==> src/rtl/beat_freq_gen.sv <==
`timescale 1ns/1ps
`default_nettype none
// ============================================================================
// Module   : beat_freq_gen
// Purpose  : Programmable tempo generator. Divides clk_100mhz down to a
//            beat-rate square wave (BF_out). The tempo is given in BPM and
//            converted to a cycle period by an iterative restoring divider.
//            A new period is adopted only at a beat boundary, so downstream
//            logic never sees a runt pulse.
// Ports    : clk_100mhz  system clock, all logic on posedge
//            rst         asynchronous active-high reset
//            run         1 = generate beats, 0 = stop (BF_out low)
//            bpm         requested tempo, sampled with bpm_load
//            bpm_load    1-cycle strobe starting a period computation
//            BF_out      beat square wave, high for floor(P/2) of P cycles
//            bf_tick     1-cycle strobe on each beat start
//            beat_cnt    beats since run rose (wraps 255 -> 0)
//            busy        divider computing
//            bpm_err     sticky flag: a bpm==0 load was rejected
//            sync        phase realign strobe (SYNC_IN_EN builds only)
// Options  : SYNC_IN_EN  adds the sync input
// Revision : 1.0  initial release
// ============================================================================
module beat_freq_gen #(
    parameter int CLK_HZ      = 100_000_000,
    parameter int BPM_W       = 8,
    parameter int DEFAULT_BPM = 120,
    parameter int PER_W       = 33
) (
    input  logic             clk_100mhz,
    input  logic             rst,
    input  logic             run,
    input  logic [BPM_W-1:0] bpm,
    input  logic             bpm_load,
    output logic             BF_out,
    output logic             bf_tick,
    output logic [7:0]       beat_cnt,
    output logic             busy,
    output logic             bpm_err
`ifdef SYNC_IN_EN
    ,
    input  logic             sync
`endif
);

    // Cycles per minute; 64-bit so the product cannot overflow at elaboration.
    localparam logic [63:0]      c_DIVIDEND_64 = 64'(CLK_HZ) * 64'd60;
    localparam logic [PER_W-1:0] c_DIVIDEND    = c_DIVIDEND_64[PER_W-1:0];
    localparam logic [PER_W-1:0] c_DEFAULT_PER = PER_W'(c_DIVIDEND_64 / 64'(DEFAULT_BPM));
    localparam int               c_CNT_W       = $clog2(PER_W);
    localparam logic [c_CNT_W-1:0] c_CNT_LAST  = c_CNT_W'(PER_W - 1);

    localparam logic [0:0] c_ST_IDLE = 1'b0;
    localparam logic [0:0] c_ST_DIV  = 1'b1;

    // ------------------------------------------------------------------
    // Divider state
    // ------------------------------------------------------------------
    logic [0:0]         r_state;
    logic [BPM_W-1:0]   r_div;
    logic [BPM_W-1:0]   r_rem;
    logic [PER_W-1:0]   r_quo;
    logic [c_CNT_W-1:0] r_cnt;
    logic               r_err;
    logic [PER_W-1:0]   r_pnext;
    logic               r_pending;

    // ------------------------------------------------------------------
    // Beat generator state
    // ------------------------------------------------------------------
    logic               r_active;
    logic [PER_W-1:0]   r_ph;
    logic [PER_W-1:0]   r_per;
    logic [7:0]         r_beat;
    logic               r_bf;
    logic               r_tick;

    logic               w_sync;
    logic [BPM_W:0]     w_rem_sh;
    logic               w_ge;
    logic [BPM_W-1:0]   w_rem_nxt;
    logic [PER_W-1:0]   w_quo_nxt;
    logic               w_div_done;
    logic [PER_W:0]     w_ph_inc;
    logic               w_wrap;
    logic               w_active_nxt;
    logic [PER_W-1:0]   w_ph_nxt;
    logic [7:0]         w_beat_nxt;
    logic               w_boundary;
    logic [PER_W-1:0]   w_per_nxt;

`ifdef SYNC_IN_EN
    assign w_sync = sync;
`else
    assign w_sync = 1'b0;
`endif

    // One restoring-division step: the dividend shifts out of r_quo MSB-first
    // into the partial remainder while quotient bits shift in at the bottom.
    // The remainder always stays below the divisor, so the subtraction can be
    // done at BPM_W bits once the compare has decided.
    assign w_rem_sh   = {r_rem, r_quo[PER_W-1]};
    assign w_ge       = (w_rem_sh >= {1'b0, r_div});
    assign w_rem_nxt  = w_ge ? (w_rem_sh[BPM_W-1:0] - r_div) : w_rem_sh[BPM_W-1:0];
    assign w_quo_nxt  = {r_quo[PER_W-2:0], w_ge};
    assign w_div_done = (r_state == c_ST_DIV) && (r_cnt == c_CNT_LAST);

    always_ff @(posedge clk_100mhz or posedge rst) begin
        if (rst) begin
            r_state <= c_ST_IDLE;
            r_div   <= '0;
            r_rem   <= '0;
            r_quo   <= '0;
            r_cnt   <= '0;
            r_err   <= 1'b0;
        end else begin
            case (r_state)
                c_ST_IDLE: begin
                    if (bpm_load) begin
                        if (bpm == '0) begin
                            r_err <= 1'b1;
                        end else begin
                            r_err   <= 1'b0;
                            r_div   <= bpm;
                            r_rem   <= '0;
                            r_quo   <= c_DIVIDEND;
                            r_cnt   <= '0;
                            r_state <= c_ST_DIV;
                        end
                    end
                end
                c_ST_DIV: begin
                    r_rem <= w_rem_nxt;
                    r_quo <= w_quo_nxt;
                    r_cnt <= r_cnt + c_CNT_W'(1);
                    if (r_cnt == c_CNT_LAST) begin
                        r_state <= c_ST_IDLE;
                    end
                end
                default: r_state <= c_ST_IDLE;
            endcase
        end
    end

    // ------------------------------------------------------------------
    // Beat sequencing. w_boundary marks every point where a new beat starts
    // (run rise, natural wrap, accepted sync) and is the only place a
    // pending period is adopted.
    // ------------------------------------------------------------------
    // "ph+1 >= P" rather than "ph == P-1" keeps the counter bounded even if
    // a degenerate period of 0 were ever computed.
    assign w_ph_inc = {1'b0, r_ph} + (PER_W + 1)'(1);
    assign w_wrap   = (w_ph_inc >= {1'b0, r_per});

    always_comb begin
        w_active_nxt = r_active;
        w_ph_nxt     = r_ph;
        w_beat_nxt   = r_beat;
        w_boundary   = 1'b0;
        if (!run) begin
            w_active_nxt = 1'b0;
            w_ph_nxt     = '0;
        end else if (!r_active) begin
            w_active_nxt = 1'b1;
            w_ph_nxt     = '0;
            w_beat_nxt   = '0;
            w_boundary   = 1'b1;
        end else if (w_wrap) begin
            w_ph_nxt     = '0;
            w_beat_nxt   = r_beat + 8'd1;
            w_boundary   = 1'b1;
        end else if (w_sync && (r_ph != '0)) begin
            w_ph_nxt     = '0;
            w_beat_nxt   = r_beat + 8'd1;
            w_boundary   = 1'b1;
        end else begin
            w_ph_nxt     = w_ph_inc[PER_W-1:0];
        end
    end

    assign w_per_nxt = (w_boundary && r_pending) ? r_pnext : r_per;

    // A divide finishing on a boundary cycle keeps pending set: the older
    // Pnext is consumed now and the fresh one waits for the next boundary.
    always_ff @(posedge clk_100mhz or posedge rst) begin
        if (rst) begin
            r_pnext   <= c_DEFAULT_PER;
            r_pending <= 1'b0;
        end else if (w_div_done) begin
            r_pnext   <= w_quo_nxt;
            r_pending <= 1'b1;
        end else if (w_boundary) begin
            r_pending <= 1'b0;
        end
    end

    // Outputs are registered from next-state values so BF_out is glitch-free
    // and usable as a clock by the beat-pattern stage.
    always_ff @(posedge clk_100mhz or posedge rst) begin
        if (rst) begin
            r_active <= 1'b0;
            r_ph     <= '0;
            r_per    <= c_DEFAULT_PER;
            r_beat   <= '0;
            r_bf     <= 1'b0;
            r_tick   <= 1'b0;
        end else begin
            r_active <= w_active_nxt;
            r_ph     <= w_ph_nxt;
            r_per    <= w_per_nxt;
            r_beat   <= w_beat_nxt;
            r_bf     <= w_active_nxt && (w_ph_nxt < (w_per_nxt >> 1));
            r_tick   <= w_active_nxt && (w_ph_nxt == '0);
        end
    end

    assign BF_out   = r_bf;
    assign bf_tick  = r_tick;
    assign beat_cnt = r_beat;
    assign busy     = (r_state == c_ST_DIV);
    assign bpm_err  = r_err;

endmodule
`default_nettype wire
==> config.mk <==
export PLATFORM = sky130hd
export DESIGN_NAME = beat_freq_gen
export DESIGN_NICKNAME = d
export VERILOG_FILES = /design/src/rtl/beat_freq_gen.sv
export SDC_FILE = /design/constraint.sdc
export NUM_CORES = 1
export LEC_CHECK = 0
export BUFFER_PORTS_ARGS = -buffer_cell sky130_fd_sc_hd__buf_2
export CAP_MARGIN = 20
export CORE_ASPECT_RATIO = 0.5
export CORE_MARGIN = 2
export CORE_UTILIZATION = 50
export CTS_BUF_LIST = sky130_fd_sc_hd__clkbuf_16
export CTS_CLUSTER_SIZE = 40
export DETAILED_ROUTE_END_ITERATION = 10
export GPL_TIMING_DRIVEN = 0
export PLACE_DENSITY = 0.73
export SYNTH_ARGS = -nofsm -noshare
export SYNTH_HDL_FRONTEND = slang
export SYNTH_SLANG_ARGS = --single-unit
export TNS_END_PERCENT = 10
==> constraint.sdc <==
create_clock -name clk_100mhz -period 8.2 [get_ports clk_100mhz]
set_input_delay 1.23 -clock clk_100mhz [delete_from_list [all_inputs] [get_ports clk_100mhz]]
set_output_delay 1.23 -clock clk_100mhz [all_outputs]
set_load 0.01 [all_outputs]
---- Yosys cells after proc, flatten, opt, wreduce, memory -nomap -nowiden ----
Index checks and enable logic that the tools add are counted.
storage, ports and cells
  bits in registers ....................... 168
  word-level logic and storage cells ...... 66
  input port bits ......................... 12
  output and inout port bits .............. 12
cells by class
  reduce and logical (&&, ||, !) cells .... 11
  equality and inequality tests ........... 4
  multiplexer cells ....................... 27
  bitwise operators ....................... 2
  add/subtract/negate cells ............... 4
  order comparisons ....................... 3
operators with widths
  kind                                                                     number
  33-bit two-way mux                                                       6
  33-bit case mux with 2 select lines                                      1
  8-bit two-way mux                                                        5
  33-bit by 1-bit adder with 34-bit output, second input constant          1
  34-bit by 33-bit >= comparator with 1-bit output                         1
  33-bit zero test                                                         1
  33-bit by 32-bit less-than comparator with 1-bit output                  1
  8-bit case mux with 2 select lines                                       1
  6-bit two-way mux                                                        2
  6-bit case mux with 2 select lines                                       1
  1-bit two-way mux                                                        10
  9-bit by 8-bit >= comparator with 1-bit output                           1
  8-bit by 1-bit adder with 8-bit output, second input constant            1
  8-bit zero test                                                          1
  8-bit subtractor                                                         1
  6-bit by 1-bit adder with 6-bit output, second input constant            1
  6-bit == test, second input constant                                     1
  2-bit AND reduction                                                      3
  1-bit logical AND                                                        4
  2-bit inequality test, second input constant                             2
  3-bit AND reduction                                                      1
  2-bit by 1-bit inequality test with 1-bit output, second input constant  1
  1-bit inverter                                                           2
  1-bit case mux with 2 select lines                                       1
  2-bit nonzero test                                                       1

---- Depth between registers and ports, before layout ----
Gate-level depths: netlist of the first run.
  word-level depth ........................ 9
  mapped depth ............................ 25

---- Worst setup path before layout of the first run ----
OpenSTA, ideal clock, no wires.
  path kind ............................... reg2reg
  start point ............................. register r_ph[0]
  end point ............................... register r_bf, in the netlist BF_out
  slack ................................... 3.325 ns
  path buffers ............................ 2
  data required time ...................... 8.122 ns
  clock period less this slack ............ 4.875 ns
  library setup time ...................... 0.078 ns
  cell stages (with the launch flop) ...... 26
  arrival ................................. 4.797 ns
  cells stage by stage .................... dfrtp_1 ha_1 nand4_1 nor4_4 nand2b_1 nor3_1 xnor2_1 inv_1 ha_1 and3_1 nor4b_1 nand4_1 and3_1 buf_2 a21oi_4 buf_6 mux2i_1 ha_1 a21o_1 a21o_1 a21o_1 a211oi_1 o21bai_1 a31oi_1 and4b_1 o2bb2ai_1
between the ends
  cells in the longest elaborated chain, start to end .. 9
  elaborated cells between the ends (all ways) .. 12
RTL lines
  item                                                       RTL line  RTL
  from (decl)                                                72        logic [PER_W-1:0] r_ph;
  from (signal assigned)                                     209       r_ph <= w_ph_nxt;
  33-bit by 1-bit adder with 34-bit output *                 152       assign w_ph_inc = {1'b0, r_ph} + (PER_W + 1)'(1);
  34-bit by 33-bit >= comparator with 1-bit output           153       assign w_wrap = (w_ph_inc >= {1'b0, r_per});
  1-bit two-way mux                                          168       end else if (w_wrap) begin
  1-bit two-way mux                                          163       end else if (!r_active) begin
  1-bit two-way mux                                          160       if (!run) begin
  1-bit logical AND                                          181       assign w_per_nxt = (w_boundary && r_pending) ? r_pnext : r_per;
  33-bit two-way mux                                         181
  33-bit by 32-bit less-than comparator with 1-bit output *  212       r_bf <= w_active_nxt && (w_ph_nxt < (w_per_nxt >> 1));
  1-bit logical AND *                                        212
  to (signal assigned)                                       212
  to (decl)                                                  75        logic r_bf;
Mark *: on every way between the ends. The rest lies on a longest branch, timed or not.
A chain may end at the register's enable or synchronous reset.

---- Worst setup path after layout of the first run ----
  start point ............................. register r_ph[0]
  end point ............................... register r_bf, in the netlist BF_out
between the ends
  elaborated cells between the ends (all ways) .. 12
RTL lines
  item                                                       RTL line  RTL
  33-bit by 1-bit adder with 34-bit output *                 152
  34-bit by 33-bit >= comparator with 1-bit output           153
  33-bit two-way mux *                                       168
  33-bit two-way mux *                                       163
  33-bit two-way mux *                                       160
  via w_ph_nxt[5]                                            87        logic [PER_W-1:0] w_ph_nxt;
  33-bit by 32-bit less-than comparator with 1-bit output *  212
  1-bit logical AND *                                        212
The timed path passes the listed nets; every way through them passes the cells marked *.

==> results.ini, run 1 <==
[drt]
vias = 6527
drc = 0
avgViaCountPerCell = 5.646
totalWireLength_um = 19790
dr.pass1.iters = 5
antenna_left = 0
drtIter0Drc = 434
wire_per_inst_um = 17.12

[place]
hpwl_um = 14500
gp_congestion = 0.8603
port_buffers = 23
post_dp_cell_area_um2 = 9389

[setup_path]
cp-end-kind = flop
reg2reg_to = BF_out
reg2reg_setup_slack_ps = 1710
path_max_fanout = 10
slowest_stage = clkbuf_1
worstReg2RegStart = r_ph[0]
reg2reg_depth = 24
arrival_ps = 6820
critPathLaunchType = flop
criticalPathCategory = reg -> reg
cp_slowest_stage_delay_ps = 560
crit_chain = ha_1 > nand4_1 > nor2_1 > nand4_1 > xor2_1 > inv_1 > ha_1 > nand4_1 > nor4_1 > o21ai_0 > nand2_1 > o311ai_2 > nand3_1 > clkbuf_1 > nor2_1 > ha_1 > a2111oi_0 > nand2_1 > o22ai_1 > o21ai_0 > a31oi_1 > or4_1 > a21oi_1 > o2bb2ai_1
critPathRequiredTime_ps = 8530

[synth]
synthFlopType = dfrtp_1
yosysTopAreaCellShare = 0.4028
synth.largest_area_cell = dfrtp_1
synth_area_leaders = dfrtp_1 40%, ha_1 11%, dfstp_2 7.0%
ys_warn_count = 0
ys_seq_area_frac = 0.4733
synth_edf_count = 0
yosys.cell_types.count = 63
syn_nets = 956
netlist_instances = 867
ys_ff_latch = 168
synth.avg_cell_area_um2 = 10.32
async_flop_share = 1.000
syn_area_um2 = 8946

[power_and_ir_drop]
powerDensity_nw_per_um2 = 338.4
leakage_uw = 0.004995
vdd_drop_max_mv = 0.1941

[hold_path]
whs_path_depth = 2
hp-class = reg -> reg
hold_end = r_pnext[13]
hp-start = r_pnext[13]

[clock_tree]
root_buffer = clkbuf_16
clk_latency_ps = 440
htreeDepth = 4
numCtsBuffers = 17
ctsResizeCount = 0
ctsHoldBuffers = 0
path_clk_slew_ps = 70
clk_path_buf_depth = 2
clock_sinks = 168
cts_setup_buffers = 0
tritoncts = done

[global_route]
grt_overflow = 0
track_usage = 0.2234
grt_start_max_net_pins = 124
grt_pass1_wl_um = 33150
grt_pass1_vias = 6492
antenna_found_initial = 0

[timing]
fmax_mhz = 154.1
rsz0062_at_grt = false
worst_pin_slew_ps = 722.3
fin_worst_skew_ps = 13.91
setup_violations = 0
finalHoldViolations = 0
whs_ps = 484.4
finalCriticalPeriod_ps = 6490
fin_setup_tns_ps = 0
fin_crit_sh = 0.7914
final_max_slew_viol_count = 0
slew_headroom = 0.5185

[finish]
drive_gt1_frac = 0.1312
diodes = 0
seq_area_um2 = 4234
fin_area_um2 = 9963
multiInputGateArea_um2 = 4185
fin_nets = 999
area_growth_syn_to_layout_pct = 11.37
nFillCells = 1479

[status]
status = completed

[floorplanning]
num_rows = 34
start_util = 0.5129
die_y_um = 98.59
coreArea_um2 = 17440
pin_count = 24
die_w_um = 193.2
die_area_um2 = 19040

[job]
cap_violations = 0

-- cells in the mapped netlist, types with 4 or more instances --
| master | count |
|---|---|
| dfrtp_1 | 144 |
| inv_1 | 110 |
| ha_1 | 76 |
| nand2_1 | 65 |
| nor2_1 | 53 |
| o21ai_0 | 47 |
| mux2i_1 | 38 |
| nand3_1 | 31 |
| a21oi_1 | 30 |
| mux2_2 | 29 |
| nand4_1 | 26 |
| dfstp_2 | 24 |
| a22o_1 | 22 |
| xor2_1 | 19 |
| xnor2_1 | 18 |
| clkbuf_1 | 15 |
| nor2b_1 | 14 |
| and3_1 | 10 |
| nor3_1 | 8 |
| a21o_1 | 7 |
| and4_1 | 6 |
| nor4_1 | 6 |
| a211oi_1 | 4 |
| a2bb2oi_1 | 4 |
| a31oi_1 | 4 |
| or4_1 | 4 |
-- worst max-delay path by stage --
stage	from	cells past startpoint	slack, ps	endpoint
6_report	r_ph[0]	24	1710	BF_out
5_1_grt	r_ph[0]	24	1330	BF_out
4_1_cts	r_ph[0]	24	1910	BF_out
3_5_place_dp	r_ph[2]	24	2060	BF_out
3_3_place_gp	rst	2	610	beat_cnt[0]
2_1_floorplan	rst	1	2460	BF_out
-- cell families after synthesis --
group                      after synthesis  synth area share
AOI/OAI and AO/OA                      147            0.1085
xor gates and xnor gates                37           0.03622
adders and majority gates               77            0.1085
buffers and inverters                  134           0.05888
DFF                                    168            0.4733
muxes                                   68           0.08028
and+or+nand+nor                        236            0.1343
-- state kept, by name, indices dropped and copies added (netlist names) --
name and count:
BF_out 1, r_cnt 6, r_rem 8, r_pending 1, r_per 33, r_ph 33
busy 1, r_pnext 33, bf_tick 1, r_div 8, r_quo 33, beat_cnt 8
r_active 1, bpm_err 1
-- worst max-delay path, delay by kind of cell (launching register included) --
family | cells | cell delay (ps)
simple gates | 10 | 2260
compound gates | 8 | 1790
fa+ha+maj | 3 | 980
buf+inv | 2 | 640
flops | 1 | 430
xor+xnor | 1 | 280
-- report_power, final --
group	internal (uW)	switching, uW	leakage (uW)
sequential	1140	216	0.00209
combinational	547	673	0.00262
clock	408	385	0.000282
-- final cells by class --
class,instances,area share
plain buffers,22,0.01067
clock buffers,17,0.04270
well taps,234,0.02939
multi-input cells,565,0.4201
repair buffers,24,0.01432
clock inverters,14,0.01494
inverters,112,0.04295
flip-flops and latches,168,0.4250
-- through the flow --
stage | setup slack (ps) | instances | power, uW | utilization
after CTS | 1911 | 1156 | 3375 | 0.5712
after floorplan | 2463 | 867 | 2230 | -
after global routing | 1328 | 1156 | 3607 | 0.5712
after detailed placement | 2056 | 1125 | 2572 | 0.5383
after global placement | 612.1 | 1124 | 2514 | 0.5363
final | 1710 | 1156 | 3372 | 0.5712
-- per-layer routing --
metal / vias to the layer above / share of wire / global-route usage / routed length [um]
met5: - / 0 / 0 / 0
met4: 0 / 0.018 / 0.06876 / 353
met3: 34 / 0.055 / 0.04523 / 1083
met2: 171 / 0.43 / 0.3299 / 8440
met1: 3195 / 0.50 / 0.3316 / 9916
li1: 3127 / - / - / -
-- cells in the final DEF, fill, tap and decap left out, drive strengths merged, types with 22 or more instances in the layout --
cell / netlist / final
a21oi: 32 / 32
a22o: 22 / 22
nand2: 65 / 65
mux2i: 38 / 38
ha: 76 / 76
dfstp: 24 / 24
inv: 110 / 120
nand3: 31 / 31
o21ai: 49 / 49
nor2: 53 / 53
dfrtp: 144 / 144
buf: 7 / 31
mux2: 30 / 30
nand4: 27 / 27
clkbuf: 15 / 32
Power figures use the tool's default switching activity.
==> run 2: changes to the inputs <==
--- a/config.mk
+++ b/config.mk
@@ -14,7 +14,7 @@
 export CTS_CLUSTER_SIZE = 40
 export DETAILED_ROUTE_END_ITERATION = 10
 export GPL_TIMING_DRIVEN = 0
-export PLACE_DENSITY = 0.73
+export PLACE_DENSITY = 0.76
 export SYNTH_ARGS = -nofsm -noshare
 export SYNTH_HDL_FRONTEND = slang
 export SYNTH_SLANG_ARGS = --single-unit
==> constraint.sdc (replaced) <==
create_clock -name clk_100mhz -period 5.21 [get_ports clk_100mhz]
set_input_delay 0.7815 -clock clk_100mhz [delete_from_list [all_inputs] [get_ports clk_100mhz]]
set_output_delay 0.7815 -clock clk_100mhz [all_outputs]
set_load 0.01 [all_outputs]
==> results.ini, run 2 (same netlist as run 1, synthesis figures left out) <==
[clock_tree]
htreeDepth = 4  ; unchanged
path_clk_slew_ps = 70  ; about the same
clk_latency_ps = 440  ; about the same
clk_path_buf_depth = 2  ; unchanged
tritoncts = done
ctsHoldBuffers = 0  ; unchanged
numCtsBuffers = 17  ; unchanged
clock_sinks = 168  ; unchanged
root_buffer = clkbuf_16

[floorplanning]
start_util = 0.5129  ; unchanged
coreArea_um2 = 17440  ; unchanged
die_y_um = 98.59  ; unchanged
die_area_um2 = 19040  ; unchanged
num_rows = 34  ; unchanged
die_w_um = 193.2  ; unchanged
pin_count = 24  ; unchanged

[power_and_ir_drop]
powerDensity_nw_per_um2 = 532.1  ; +57%
leakage_uw = 0.005346  ; +7.0%
vdd_drop_max_mv = 0.3254  ; +68%

[drt]
vias = 6909  ; +5.9%
wire_per_inst_um = 18.24  ; +6.5%
avgViaCountPerCell = 5.758  ; +2.0%
drc = 0  ; unchanged
antenna_left = 0  ; unchanged
drtIter0Drc = 477  ; +9.9%
dr.pass1.iters = 5  ; unchanged
totalWireLength_um = 21890  ; +11%

[timing]
worst_pin_slew_ps = 624.9  ; -97.34 ps
fin_crit_sh = 1.041  ; +0.2498
finalCriticalPeriod_ps = 5425  ; -1065 ps
fmax_mhz = 184.3  ; +20%
rsz0062_at_grt = true
finalHoldViolations = 0  ; unchanged
fin_worst_skew_ps = 14.69  ; +0.7820 ps
fin_setup_tns_ps = -215.0  ; -215.0 ps
setup_violations = 1  ; +1
setup_slack_ps = -215.0  ; -1925 ps
slew_headroom = 0.5834  ; +0.06489
final_max_slew_viol_count = 0  ; unchanged

[setup_path]
cpMostUsedCell = nand4_1
critPathRequiredTime_ps = 5570  ; -2960 ps
cp-end-kind = flop
crit_chain = nand4_1 > nor2_4 > and3_4 > nand3_1 > xnor2_2 > ha_1 > nand4_1 > buf_4 > nor4b_4 > nand4_1 > and3_4 > a21oi_4 > buf_6 > buf_12 > buf_12 > mux2i_1 > ha_1 > and4_1 > a21oi_1 > nand2_1 > a31oi_2 > and4b_1 > o2bb2ai_2
critPathBufInv = 4  ; +2
slowest_stage = dfrtp_1
cp_slowest_stage_delay_ps = 450  ; -110 ps
criticalPathCategory = reg -> reg
arrival_ps = 5790  ; -1030 ps
path_delay_family = simple AND/OR/NAND/NOR gates
critPathLaunchType = flop
path_max_fanout = 6  ; -4

[finish]
layout.cells.most_common = dfrtp_1
final_cells = 1200  ; +3.8%
fin_area_um2 = 10780  ; +8.2%
diodes = 0  ; unchanged
final_cell_mix = 142 x dfrtp_1, 109 x inv_1, 72 x ha_1
drive_gt1_frac = 0.2329  ; +0.1017
nFillCells = 1302  ; -12%
area_growth_syn_to_layout_pct = 20.48
fin_nets = 1042  ; +4.3%

[job]
cap_violations = 0  ; unchanged

[place]
dp.cells = 1128  ; +0.27%
hpwl_um = 14880  ; +2.6%
gp_congestion = 0.8515  ; -1.0%
port_buffers = 23  ; unchanged
post_dp_cell_area_um2 = 9438  ; +0.52%

[global_route]
grt_pass1_wl_um = 35980  ; +8.6%
grt_overflow = 0  ; unchanged
grt_pass1_vias = 7022  ; +8.2%
antenna_found_initial = 0  ; unchanged
grt_start_max_net_pins = 45  ; -64%
track_usage = 0.2444  ; +0.02097

[hold_path]
hp-class = in -> async

[status]
status = finished, violations left
violations = setup timing

## run 2: worst paths after layout
kind                       cells past startpoint   endpoint  slack (ps)    start
setup / recovery                              23     BF_out        -220  r_ph[9]
hold / removal                                 2   r_rem[2]         340      rst
setup reg to reg                              23     BF_out        -220  r_ph[9]
hold reg to reg                                2    bpm_err         490  bpm_err
max in group asynchronous                      4  r_per[22]        4030      rst
min in group clk_100mhz                        2    bpm_err         490  bpm_err
## run 2: metal layers
layer	global-route usage	routed length [um]	vias up
li1	-	-	3188
met5	0	0	-
met4	0.07809	516	0
met1	0.3330	9799	3418
met3	0.05983	1583	59
met2	0.3871	9986	244
## run 2: cell type report
cell class                      instances  area (um^2)  share of cell area
Tap cell                              234        292.8             0.02717
Clock inverter                         15        158.9             0.01474
Inverter                              112        424.2             0.03935
Clock buffer                           17        425.4             0.03947
Timing Repair Buffer                   68        535.5             0.04969
Multi-Input combinational cell        565         4572              0.4242
Buffer                                 21        132.6             0.01231
Sequential cell                       168         4237              0.3931
## run 2: timing repair
action                                  4_1_cts  5_1_grt
cloned                                        0        0
gates resized for setup                      74       13
endpoints found under the setup margin        1        1
buffers inserted                             33        8
hold endpoints to repair                      0        0
pin swaps                                    36       11
## run 2: through the flow
| stage | util | hold WS (ps) | setup WS [ps] | total power (uW) |
|---|---|---|---|---|
| finish | 0.6179 | 338.4 | -215.0 | 5735 |
| global route | 0.6179 | 374.8 | -436.6 | 6106 |
| CTS | 0.6106 | 354.1 | -52.07 | 5645 |
| detailed placement | 0.5411 | 470.5 | -883.4 | 4061 |
| global placement | 0.5365 | 462.8 | -886.8 | 3945 |
| floorplan | - | 446.9 | 334.8 | 3510 |
## run 2: report_power, final
part	internal, uW	switching [uW]	total (uW)
Sequential	1800	363	2160
Clock	641	619	1260
Combinational	1100	1210	2310
